**src/rtl/spi_frame_receiver_pkg.sv**
```systemverilog
// Shared definitions for the SPI frame receiver: field widths, default frame
// length and the receiver state encoding.
package spi_frame_receiver_pkg;

    localparam int SPI_ADDR_W      = 8;
    localparam int SPI_VAL_W       = 8;
    localparam int SPI_DEFAULT_MSB = 16;

    typedef enum logic [1:0] {
        ST_IDLE  = 2'd0,
        ST_SHIFT = 2'd1,
        ST_ABORT = 2'd2
    } spi_state_t;

endpackage

```
**src/rtl/spi_input_sync.sv**
```systemverilog
// Multi-stage synchroniser for one asynchronous SPI pin, followed by a
// registered rise/fall edge detector.
//   clk, rst  system clock, async active-high reset
//   pin       raw asynchronous input
//   level     synchronised level, time-aligned with the rise/fall flags
//   rise/fall one-cycle edge flags
//   at_idle   every flop of the chain holds the idle (reset) level
module spi_input_sync #(
    parameter int   STAGES  = 2,
    parameter logic RST_VAL = 1'b0
) (
    input  logic clk,
    input  logic rst,
    input  logic pin,
    output logic level,
    output logic rise,
    output logic fall,
    output logic at_idle
);

    logic [STAGES-1:0] chain;
    logic              level_d;

    always_ff @(posedge clk or posedge rst) begin
        if (rst) begin
            chain   <= {STAGES{RST_VAL}};
            level_d <= RST_VAL;
            rise    <= 1'b0;
            fall    <= 1'b0;
        end else begin
            chain   <= {chain[STAGES-2:0], pin};
            level_d <= chain[STAGES-1];
            rise    <= chain[STAGES-1] & ~level_d;
            fall    <= ~chain[STAGES-1] & level_d;
        end
    end

    assign level   = level_d;
    assign at_idle = (chain == {STAGES{RST_VAL}}) && (level_d == RST_VAL);

endmodule

```
**src/rtl/spi_frame_receiver.sv**
```systemverilog
// SPI slave front-end: oversamples SCLK/CS/SPECIAL/MOSI on clk, deserialises
// MSB-bit frames into an addr/val pair and shifts readback data out on MISO.
//   clk, rst             system clock, async active-high reset
//   spi_clk/cs/special/mosi  raw SPI pins (cs, special active low)
//   spi_miso             readback bit, 0 outside SHIFT
//   rd_data              readback word, sampled at frame start
//   frame_valid/err      one-cycle result strobes
//   frame_addr/val       decoded fields, held until next frame_valid
//   busy                 high while shifting
//
// state | meaning
// IDLE  | waiting for CS fall with SPECIAL low
// SHIFT | frame in progress, bits counted on SCLK fall
// ABORT | after reset or SPECIAL release; waits for CS to settle high
module spi_frame_receiver
    import spi_frame_receiver_pkg::*;
#(
    parameter int MSB         = SPI_DEFAULT_MSB,
    parameter int SYNC_STAGES = 2
) (
    input  logic                  clk,
    input  logic                  rst,
    input  logic                  spi_clk,
    input  logic                  spi_cs,
    input  logic                  spi_special,
    input  logic                  spi_mosi,
    output logic                  spi_miso,
    input  logic [MSB-1:0]        rd_data,
    output logic                  frame_valid,
    output logic [SPI_ADDR_W-1:0] frame_addr,
    output logic [SPI_VAL_W-1:0]  frame_val,
    output logic                  frame_err,
    output logic                  busy
);

    localparam int CNT_MAX = (MSB + 1 > SYNC_STAGES + 1) ? MSB + 1 : SYNC_STAGES + 1;
    localparam int CNT_W   = $clog2(CNT_MAX + 1);
    localparam logic [CNT_W-1:0] CNT_FULL   = CNT_W'(MSB);
    localparam logic [CNT_W-1:0] CNT_SAT    = CNT_W'(MSB + 1);
    // A reset can release while the CS pin is already low but not yet
    // sampled; requiring the whole chain to read high this long keeps a
    // reset mid-frame from being mistaken for a fresh CS fall.
    localparam logic [CNT_W-1:0] CNT_SETTLE = CNT_W'(SYNC_STAGES + 1);

    logic s_cs, cs_rise, cs_fall, cs_at_idle;
    logic s_special, special_rise;
    logic clk_rise, clk_fall;
    logic s_mosi;
    logic clk_level_unused, clk_at_idle_unused;
    logic special_fall_unused, special_at_idle_unused;
    logic mosi_rise_unused, mosi_fall_unused, mosi_at_idle_unused;

    spi_input_sync #(.STAGES(SYNC_STAGES), .RST_VAL(1'b1)) u_sync_cs (
        .clk(clk), .rst(rst), .pin(spi_cs),
        .level(s_cs), .rise(cs_rise), .fall(cs_fall), .at_idle(cs_at_idle)
    );
    spi_input_sync #(.STAGES(SYNC_STAGES), .RST_VAL(1'b1)) u_sync_special (
        .clk(clk), .rst(rst), .pin(spi_special),
        .level(s_special), .rise(special_rise), .fall(special_fall_unused),
        .at_idle(special_at_idle_unused)
    );
    spi_input_sync #(.STAGES(SYNC_STAGES), .RST_VAL(1'b0)) u_sync_clk (
        .clk(clk), .rst(rst), .pin(spi_clk),
        .level(clk_level_unused), .rise(clk_rise), .fall(clk_fall),
        .at_idle(clk_at_idle_unused)
    );
    spi_input_sync #(.STAGES(SYNC_STAGES), .RST_VAL(1'b0)) u_sync_mosi (
        .clk(clk), .rst(rst), .pin(spi_mosi),
        .level(s_mosi), .rise(mosi_rise_unused), .fall(mosi_fall_unused),
        .at_idle(mosi_at_idle_unused)
    );

    spi_state_t       state, state_nxt;
    logic [CNT_W-1:0] count;
    logic [MSB-1:0]   shreg_in;
    logic [MSB-1:0]   shreg_out;
    logic             load_out, valid_set, err_set;

    always_ff @(posedge clk or posedge rst) begin
        if (rst) state <= ST_ABORT;
        else     state <= state_nxt;
    end

    always_comb begin
        state_nxt = state;
        load_out  = 1'b0;
        valid_set = 1'b0;
        err_set   = 1'b0;
        case (state)
            ST_IDLE: begin
                if (cs_fall && !s_special) begin
                    state_nxt = ST_SHIFT;
                    load_out  = 1'b1;
                end
            end
            ST_SHIFT: begin
                // CS rise takes priority over any SCLK edge in the same cycle.
                if (cs_rise) begin
                    state_nxt = ST_IDLE;
                    if (count == CNT_FULL) valid_set = 1'b1;
                    else                   err_set   = 1'b1;
                end else if (special_rise && !s_cs) begin
                    state_nxt = ST_ABORT;
                    err_set   = 1'b1;
                end
            end
            ST_ABORT: begin
                if (count == CNT_SETTLE) state_nxt = ST_IDLE;
            end
            default: state_nxt = ST_ABORT;
        endcase
    end

    always_ff @(posedge clk or posedge rst) begin
        if (rst) begin
            count       <= '0;
            shreg_in    <= '0;
            shreg_out   <= '0;
            frame_valid <= 1'b0;
            frame_err   <= 1'b0;
            frame_addr  <= '0;
            frame_val   <= '0;
        end else begin
            frame_valid <= valid_set;
            frame_err   <= err_set;
            if (valid_set) begin
                frame_addr <= shreg_in[SPI_VAL_W +: SPI_ADDR_W];
                frame_val  <= shreg_in[SPI_VAL_W-1:0];
            end
            case (state)
                ST_IDLE: begin
                    if (load_out) begin
                        shreg_out <= rd_data;
                        shreg_in  <= '0;
                        count     <= '0;
                    end
                end
                ST_SHIFT: begin
                    if (state_nxt == ST_ABORT) begin
                        count <= '0;
                    end else if (!cs_rise) begin
                        if (clk_fall) begin
                            shreg_in <= {shreg_in[MSB-2:0], s_mosi};
                            if (count != CNT_SAT) count <= count + 1'b1;
                        end
                        if (clk_rise) shreg_out <= {shreg_out[MSB-2:0], 1'b0};
                    end
                end
                ST_ABORT: begin
                    if (!cs_at_idle)              count <= '0;
                    else if (count != CNT_SETTLE) count <= count + 1'b1;
                end
                default: count <= '0;
            endcase
        end
    end

    assign busy     = (state == ST_SHIFT);
    assign spi_miso = (state == ST_SHIFT) & shreg_out[MSB-1];

endmodule

```
**config.mk**
```make
export PLATFORM = sky130hd
export DESIGN_NAME = spi_frame_receiver
export DESIGN_NICKNAME = d
export VERILOG_FILES = /design/src/rtl/spi_frame_receiver_pkg.sv /design/src/rtl/spi_input_sync.sv /design/src/rtl/spi_frame_receiver.sv
export SDC_FILE = /design/constraint.sdc
export NUM_CORES = 1
export LEC_CHECK = 0
export BUFFER_PORTS_ARGS = -buffer_cell sky130_fd_sc_hd__buf_4
export CAP_MARGIN = 10
export CORE_ASPECT_RATIO = 1.1
export CORE_MARGIN = 4
export CORE_UTILIZATION = 57
export CTS_CLUSTER_DIAMETER = 120
export DETAILED_ROUTE_END_ITERATION = 8
export PLACE_DENSITY = 0.79
export SKIP_LAST_GASP = 1
export SLEW_MARGIN = 0
export SYNTH_ARGS = -nofsm -noshare
export SYNTH_HDL_FRONTEND = slang
export SYNTH_SLANG_ARGS = --single-unit
```
**constraint.sdc**
```tcl
create_clock -name clk -period 3.7 [get_ports clk]
set_clock_uncertainty 0.2 [all_clocks]
set_input_delay 0.37 -clock clk [delete_from_list [all_inputs] [get_ports clk]]
set_output_delay 0.37 -clock clk [all_outputs]
set_load 0.03 [all_outputs]
```
-- Yosys cells after proc, flatten, opt, wreduce, memory -nomap -nowiden
Index checks and enable logic that the tools add are counted.
- bits in registers: 74
- latch bits: 0
- memory bits (writable): 0
- memory bits (read-only): 0
- input bits: 22
- output and inout bits: 20
- logic and storage cells: 92
- memories: 0
- add/sub/neg operators: 1
- multiply operators: 0
- div/mod/pow operators: 0
- order comparisons: 0
- equal/unequal tests: 17
- shift-type cells: 0
- multiplexer cells: 32
- bitwise operators: 11
- reductions and logical operators: 10
- operator list (operator ; count):
    16-bit 2-to-1 mux ; 8
    16-bit one-hot mux with 2 select lines ; 2
    5-bit 2-to-1 mux ; 7
    5-bit one-hot mux with 3 select lines ; 1
    5-bit AND reduction ; 3
    1-bit 2-to-1 mux ; 9
    2-bit 2-to-1 mux ; 4
    1-bit bitwise AND ; 6
    2-bit == test (second input constant) ; 3
    2-bit != test (second input constant) ; 3
    3-bit by 1-bit != test with 1-bit output (second input constant) ; 2
    3-bit != test (second input constant) ; 2
    2-bit one-hot mux with 3 select lines ; 1
    5-bit by 1-bit adder with 5-bit output (second input constant) ; 1
    5-bit by 2-bit == test with 1-bit output (second input constant) ; 1
    5-bit == test (second input constant) ; 1
    5-bit by 2-bit != test with 1-bit output (second input constant) ; 1
    5-bit != test (second input constant) ; 1
    1-bit inverter ; 5
    2-bit by 1-bit != test with 1-bit output (second input constant) ; 2
    1-bit logical AND ; 3
    2-bit by 1-bit == test with 1-bit output (second input constant) ; 1
    1-bit zero test ; 2
    2-bit zero test ; 1
    2-bit nonzero test ; 1

-- Depth between registers and ports, before layout
- depth in word-level cells: 8
- mapped depth: 10
- gate-level depth less buffers: 8

-- Cells and area by module
From an unflattened synthesis, not the netlist that was laid out.
- cell total of the unflattened synthesis: 262
- area total of the unflattened synthesis: 3246.9 um^2
- modules (own cells, without submodules) (module ; instances ; cells an instance ; area an instance (um^2) ; seq. area each (um^2)):
    spi_frame_receiver ; 1 ; 226 ; 2638.8 ; 1427.6
    spi_input_sync (u_sync_cs ...) ; 2 ; 9 ; 155.1 ; 128.9
    spi_input_sync (u_sync_clk ...) ; 2 ; 9 ; 148.9 ; 125.1

-- Least setup slack after synthesis
No wires, ideal clock.
- kind: reg2reg
- start: register state[1]
- end: register shreg_out[14]
- library setup time: 0.125 ns
- arrival time: 2.433 ns
- data required time: 3.375 ns
- setup slack: 0.942 ns
- stages on the path, launching flop included: 10
- path buffers: 2
- period minus slack after synthesis: 2.758 ns
- cells stage by stage: dfstp_2 -> inv_1 -> ha_1 -> clkbuf_1 -> inv_1 -> nor3_1 -> a31oi_4 -> nor2_2 -> buf_6 -> mux2_4
- elaborated cells between the ends (all ways): 17
- classes of those cells: eq/ne (7); mux (7); reduce/logical (3)
- RTL lines (element ; line ; text):
    start, declared ; spi_frame_receiver.sv:73 ; spi_state_t state, state_nxt;
    start signal, assigned ; spi_frame_receiver.sv:81 ; else state <= state_nxt;
    2-bit by 1-bit == test with 1-bit output (*) ; - ;
    via busy ; spi_frame_receiver.sv:33 ; output logic busy
    2-bit one-hot mux with 3 select lines ; spi_frame_receiver.sv:89 ; case (state)
    2-bit == test ; spi_frame_receiver.sv:139 ; if (state_nxt == ST_ABORT) begin
    2-bit != test (no source line) ; - ;
    5-bit AND reduction (no source line) ; - ;
    end signal, assigned ; spi_frame_receiver.sv:133 ; shreg_out <= rd_data;
    end signal, assigned ; spi_frame_receiver.sv:146 ; if (clk_rise) shreg_out <= {shreg_out[MSB-2:0], 1'b0};
    end, declared ; spi_frame_receiver.sv:76 ; logic [MSB-1:0] shreg_out;
Mark *: on every way through the listed nets, which the timed path passes. The rest lies on a longest branch.
A chain may end at the register's enable or synchronous reset.

-- Worst setup path after layout
- start: register state[1]
- end: register shreg_out[10]
- longest elaborated chain between the ends: 6
- elaborated cells between the ends (all ways): 17
- classes of those cells: eq/ne (7); mux (7); reduce/logical (3)
- RTL lines (element ; line ; text):
    2-bit 2-to-1 mux ; spi_frame_receiver.sv:102 ; end else if (special_rise && !s_cs) begin
    2-bit 2-to-1 mux ; spi_frame_receiver.sv:98 ; if (cs_rise) begin
    2-bit one-hot mux with 3 select lines ; spi_frame_receiver.sv:89 ;
    2-bit == test ; spi_frame_receiver.sv:139 ;
    2-bit != test (no source line) ; - ;
    5-bit AND reduction (no source line) ; - ;
Parallel ways exist; a longest one is shown, timed or not.

==> summary by stage <==
Logic synthesis
Summed over all instances, the cell type with the most area after synthesis is sky130_fd_sc_hd__dfrtp_1. The area of the mapped netlist is 0.003247 mm². The sequential share of the synthesized area is 57.30%. Among all cell types in the netlist, the one instantiated most often is sky130_fd_sc_hd__dfrtp_1. The count of cell types in the netlist is 43. The count of flip-flops with a built-in enable after synthesis is 0.

The synthesized net count is about 290. Counting flops and latches in the post-synthesis netlist gives 74. The mean post-synth cell area is 12.39 µm².

The share of flip-flops with an asynchronous set or reset is 100.0%. By count the netlist is led by sky130_fd_sc_hd__dfrtp_1 (67), sky130_fd_sc_hd__nand2_1 (42), sky130_fd_sc_hd__mux2_2 (31), sky130_fd_sc_hd__o21ai_1 (20), sky130_fd_sc_hd__mux2_4 (10). The most common flop cell mapped by yosys is sky130_fd_sc_hd__dfrtp_1. In the synthesized netlist, the number of instances is 262. For this run, the number of Yosys warnings is 0.

The share of the synthesized area in the top cell type is 51.64%. By area the synthesized netlist is led by sky130_fd_sc_hd__dfrtp_1 (52%), sky130_fd_sc_hd__mux2_2 (11%), sky130_fd_sc_hd__dfstp_2 (5.7%), sky130_fd_sc_hd__nand2_1 (4.9%), sky130_fd_sc_hd__mux2_4 (4.6%).

Place
OpenSTA, run right after detailed placement, puts the worst setup slack at 0.7670 ns. The half-perimeter wire length after placement is roughly 4000 µm. The final RePlAce weighted congestion is 0.8664. The count of buffers from port buffering is 41.

GRT
The remaining global-route overflow is 0. Global routing used 19.12% of the available tracks across all layers. The initial antenna violation count is 0. The number of global-route vias before repair was 2,137. The wire length of the first global-routing pass is 9998 µm. The maximum number of pins on one net before global-route repair is 39.

STA
The worst pin sits at a relative slew slack of around two fifths. The setup slack after layout is 0.7666 ns. The clock period minus final worst setup slack is 2.933 ns. The max-slew violation count is 0. Setup repair after global routing left no endpoint under its margin.

The final-report hold violation count is 0. The worst path uses roughly 79% of the clock period. The slew at the pin closest to its max-slew limit is 0.8963 ns.

For the final routed database, the setup TNS stands at 0 ns. Based on the critical path, the design can be clocked at up to roughly 340 MHz. Setup violations remaining at the end of the flow were counted as 0.

Route
The overall via count from detail_route is about 2,100. The iteration count of the initial detailed-routing pass is 4. For this run, design rule violations remaining after detail routing come to 0. The average wire length per cell after detail routing is 14.73 µm. The total wire length after detailed routing is 5773 µm. The violation count after the first detailed-routing iteration is 167.

Once detail routing completed, the nets flagged for antenna violations numbered 0. In the routed layout, each cell is associated on average with a via count of 5.401.

Pwr
Power comes to 2.333 mW. The clock network power share is 25.9%. The sequential share of power is between 40 and 50%. IR analysis of the VDD net gives a maximum drop of 294.5 µV.

The static power due to leakage is 1.794 nW. The net switching share of the total power is between 30 and 40%. In this run the power density over the cells is 601.4 mW/mm². The part of the power in combinational logic is 31.1%. The internal power of the cells totals about 1.6 mW. The analysis attributes to net switching a power of between 700 and 800 µW.

Floorplanning
The die height is 87.16 µm. The number of core rows is 28. The floorplan step set the die width to ~80 µm. The initial standard-cell utilization of the core is 59.41%. The I/O pin count is 42. The die covers 0.006969 mm². The core region is around 0.0055 mm².

Hold path
The worst hold path passes through 3 cells. For hold timing, the worst endpoint is shreg_out[0]$_DFFE_PP0P_. The worst hold path begins at rd_data[0]. The path category of the worst min-delay check is in -> reg.

Run
The tool flagged a number of max-cap violations equal to 0.

Worst setup path
The largest fanout on the critical path is 18. The internal reg-to-reg setup slack is 0.77 ns. The number of cells on the worst reg-to-reg path is 7. The required time of the worst setup path is 3.73 ns. The data arrival time of the worst path is 2.96 ns. The worst setup path is of the reg -> reg kind. The critical path capture point type is a flip-flop.

The start of the worst register-to-register path is state[1]$_DFF_PP1_. The worst flop-to-flop path endpoint is shreg_out[10]$_DFFE_PP0P_. The kind of start point of the critical path is a flip-flop.

Clock tree
Clock-pin slew was measured on the worst setup and hold paths at roughly 0.070 ns. The clock insertion delay at the later pin of the skew report is 0.35 ns. The cell at the root of the clock tree is sky130_fd_sc_hd__clkbuf_8. The longest clock path from root to sink contains 2 buffers.

TritonCTS built the clock tree. The number of H-tree levels is 3. The number of sinks driven by the clock tree is 74. The number of clock buffers added by TritonCTS is 9. Gates resized during post-CTS repair numbered 0.

Outcome
The run finished with clean final reports.

Finish
0 antenna diodes ended up in the layout. The area added between synthesis and finish is 19.50%. The final layout contains 341 nets.

The post-route netlist has a little over a third of its cells at a drive strength greater than 1. Counting the fill cells in the layout gives roughly 400.
-- critical path, cell delays in order, from the launching register on --
cell and delay [ns]:
sky130_fd_sc_hd__dfstp_2 0.61, sky130_fd_sc_hd__inv_1 0.08, sky130_fd_sc_hd__ha_1 0.23, sky130_fd_sc_hd__buf_4 0.22
sky130_fd_sc_hd__nor2b_1 0.30, sky130_fd_sc_hd__a31oi_4 0.06, sky130_fd_sc_hd__nor2_2 0.70, sky130_fd_sc_hd__mux2_1 0.39
-- worst max path at each step --
stage                                  start                        end  cells after the start
after global routing      state[1]$_DFF_PP1_  shreg_out[12]$_DFFE_PP0P_                      8
after CTS                 state[1]$_DFF_PP1_  shreg_out[10]$_DFFE_PP0P_                      7
final                     state[1]$_DFF_PP1_  shreg_out[10]$_DFFE_PP0P_                      7
after floorplan           state[1]$_DFF_PP1_  shreg_out[14]$_DFFE_PP0P_                      9
after global placement    state[1]$_DFF_PP1_  shreg_out[10]$_DFFE_PP0P_                      7
after detailed placement  state[1]$_DFF_PP1_  shreg_out[10]$_DFFE_PP0P_                      7
-- final cells by class --
cell class / count / area, µm² / area share (%)
Clock buffer: 10 / 127.6 / 3.289
Inverter: 9 / 33.78 / 0.8707
Clock inverter: 6 / 66.31 / 1.709
Sequential cell: 74 / 1861 / 47.95
Tap cell: 75 / 93.84 / 2.419
Multi-Input combinational cell: 169 / 1305 / 33.63
Timing Repair Buffer: 49 / 392.9 / 10.13
-- placed cells by master, fill, tap and decap left out, drive strengths merged, types with 3 or more instances in the layout --
cell type / synthesis / routed
dfrtp: 67 / 67
clkbuf: 5 / 10
clkinvlp: 0 / 3
nor3: 3 / 3
nor2: 4 / 4
inv: 9 / 10
dlygate4sd3: 0 / 5
nand3: 4 / 4
dfstp: 7 / 7
mux2: 46 / 46
and3: 3 / 3
nand2: 42 / 42
nor2b: 8 / 8
buf: 5 / 44
ha: 7 / 7
o21ai: 22 / 22
-- power by group through the flow --
stage	sequential [mW]	combinational (mW)	clock [mW]
4_1_cts	1.00	0.733	0.627
5_1_grt	1.02	0.793	0.668
2_1_floorplan	0.995	0.599	0
3_3_place_gp	1.01	0.699	0
3_5_place_dp	1.02	0.720	0
6_report	1.00	0.726	0.605
-- cells by family (layout without fill, tap and decap cells) --
kind of cell | after synthesis | in the layout | share of synthesized area [%]
buffers and inverters | 19 | 74 | 2.505
multiplexers | 46 | 46 | 17.11
AO/OA/AOI/OAI | 43 | 43 | 9.596
flip-flops | 74 | 74 | 57.30
AND/OR/NAND/NOR | 73 | 73 | 10.79
adder cells (fa/ha/maj) | 7 | 7 | 2.697
-- layer usage --
layer | track usage (%) | vias up | part of all wire, %
met2 | 28.77 | 59 | 47
met3 | 6.625 | 12 | 5.7
li1 | - | 1022 | -
met5 | 0 | - | 0
met4 | 7.834 | 0 | 2.1
met1 | 25.43 | 1024 | 45
-- state kept, by name, summed over array words and instances (netlist names), 5 cells and up --
register and count:
frame_val 8, shreg_in 16, count 5, frame_addr 8, shreg_out 16
-- timing repair --
action                     4_1_cts  5_1_grt
setup endpoints to repair        0        0
setup buffers                    0        0
hold endpoints to repair        38        0
hold buffers                     5        0
-- through the flow --
stage | util [%] | area (µm²) | std cells | hold slack (ns)
after global placement | 66.53 | 3636 | 371 | 0.1327
after global routing | 70.99 | 3880 | 392 | 0.08818
after floorplan | - | 3247 | 262 | 0.1312
after detailed placement | 66.53 | 3636 | 371 | 0.1395
after CTS | 70.99 | 3880 | 392 | 0.08189
final | 70.99 | 3880 | 392 | 0.09451
(Power assumes the default switching activity.)
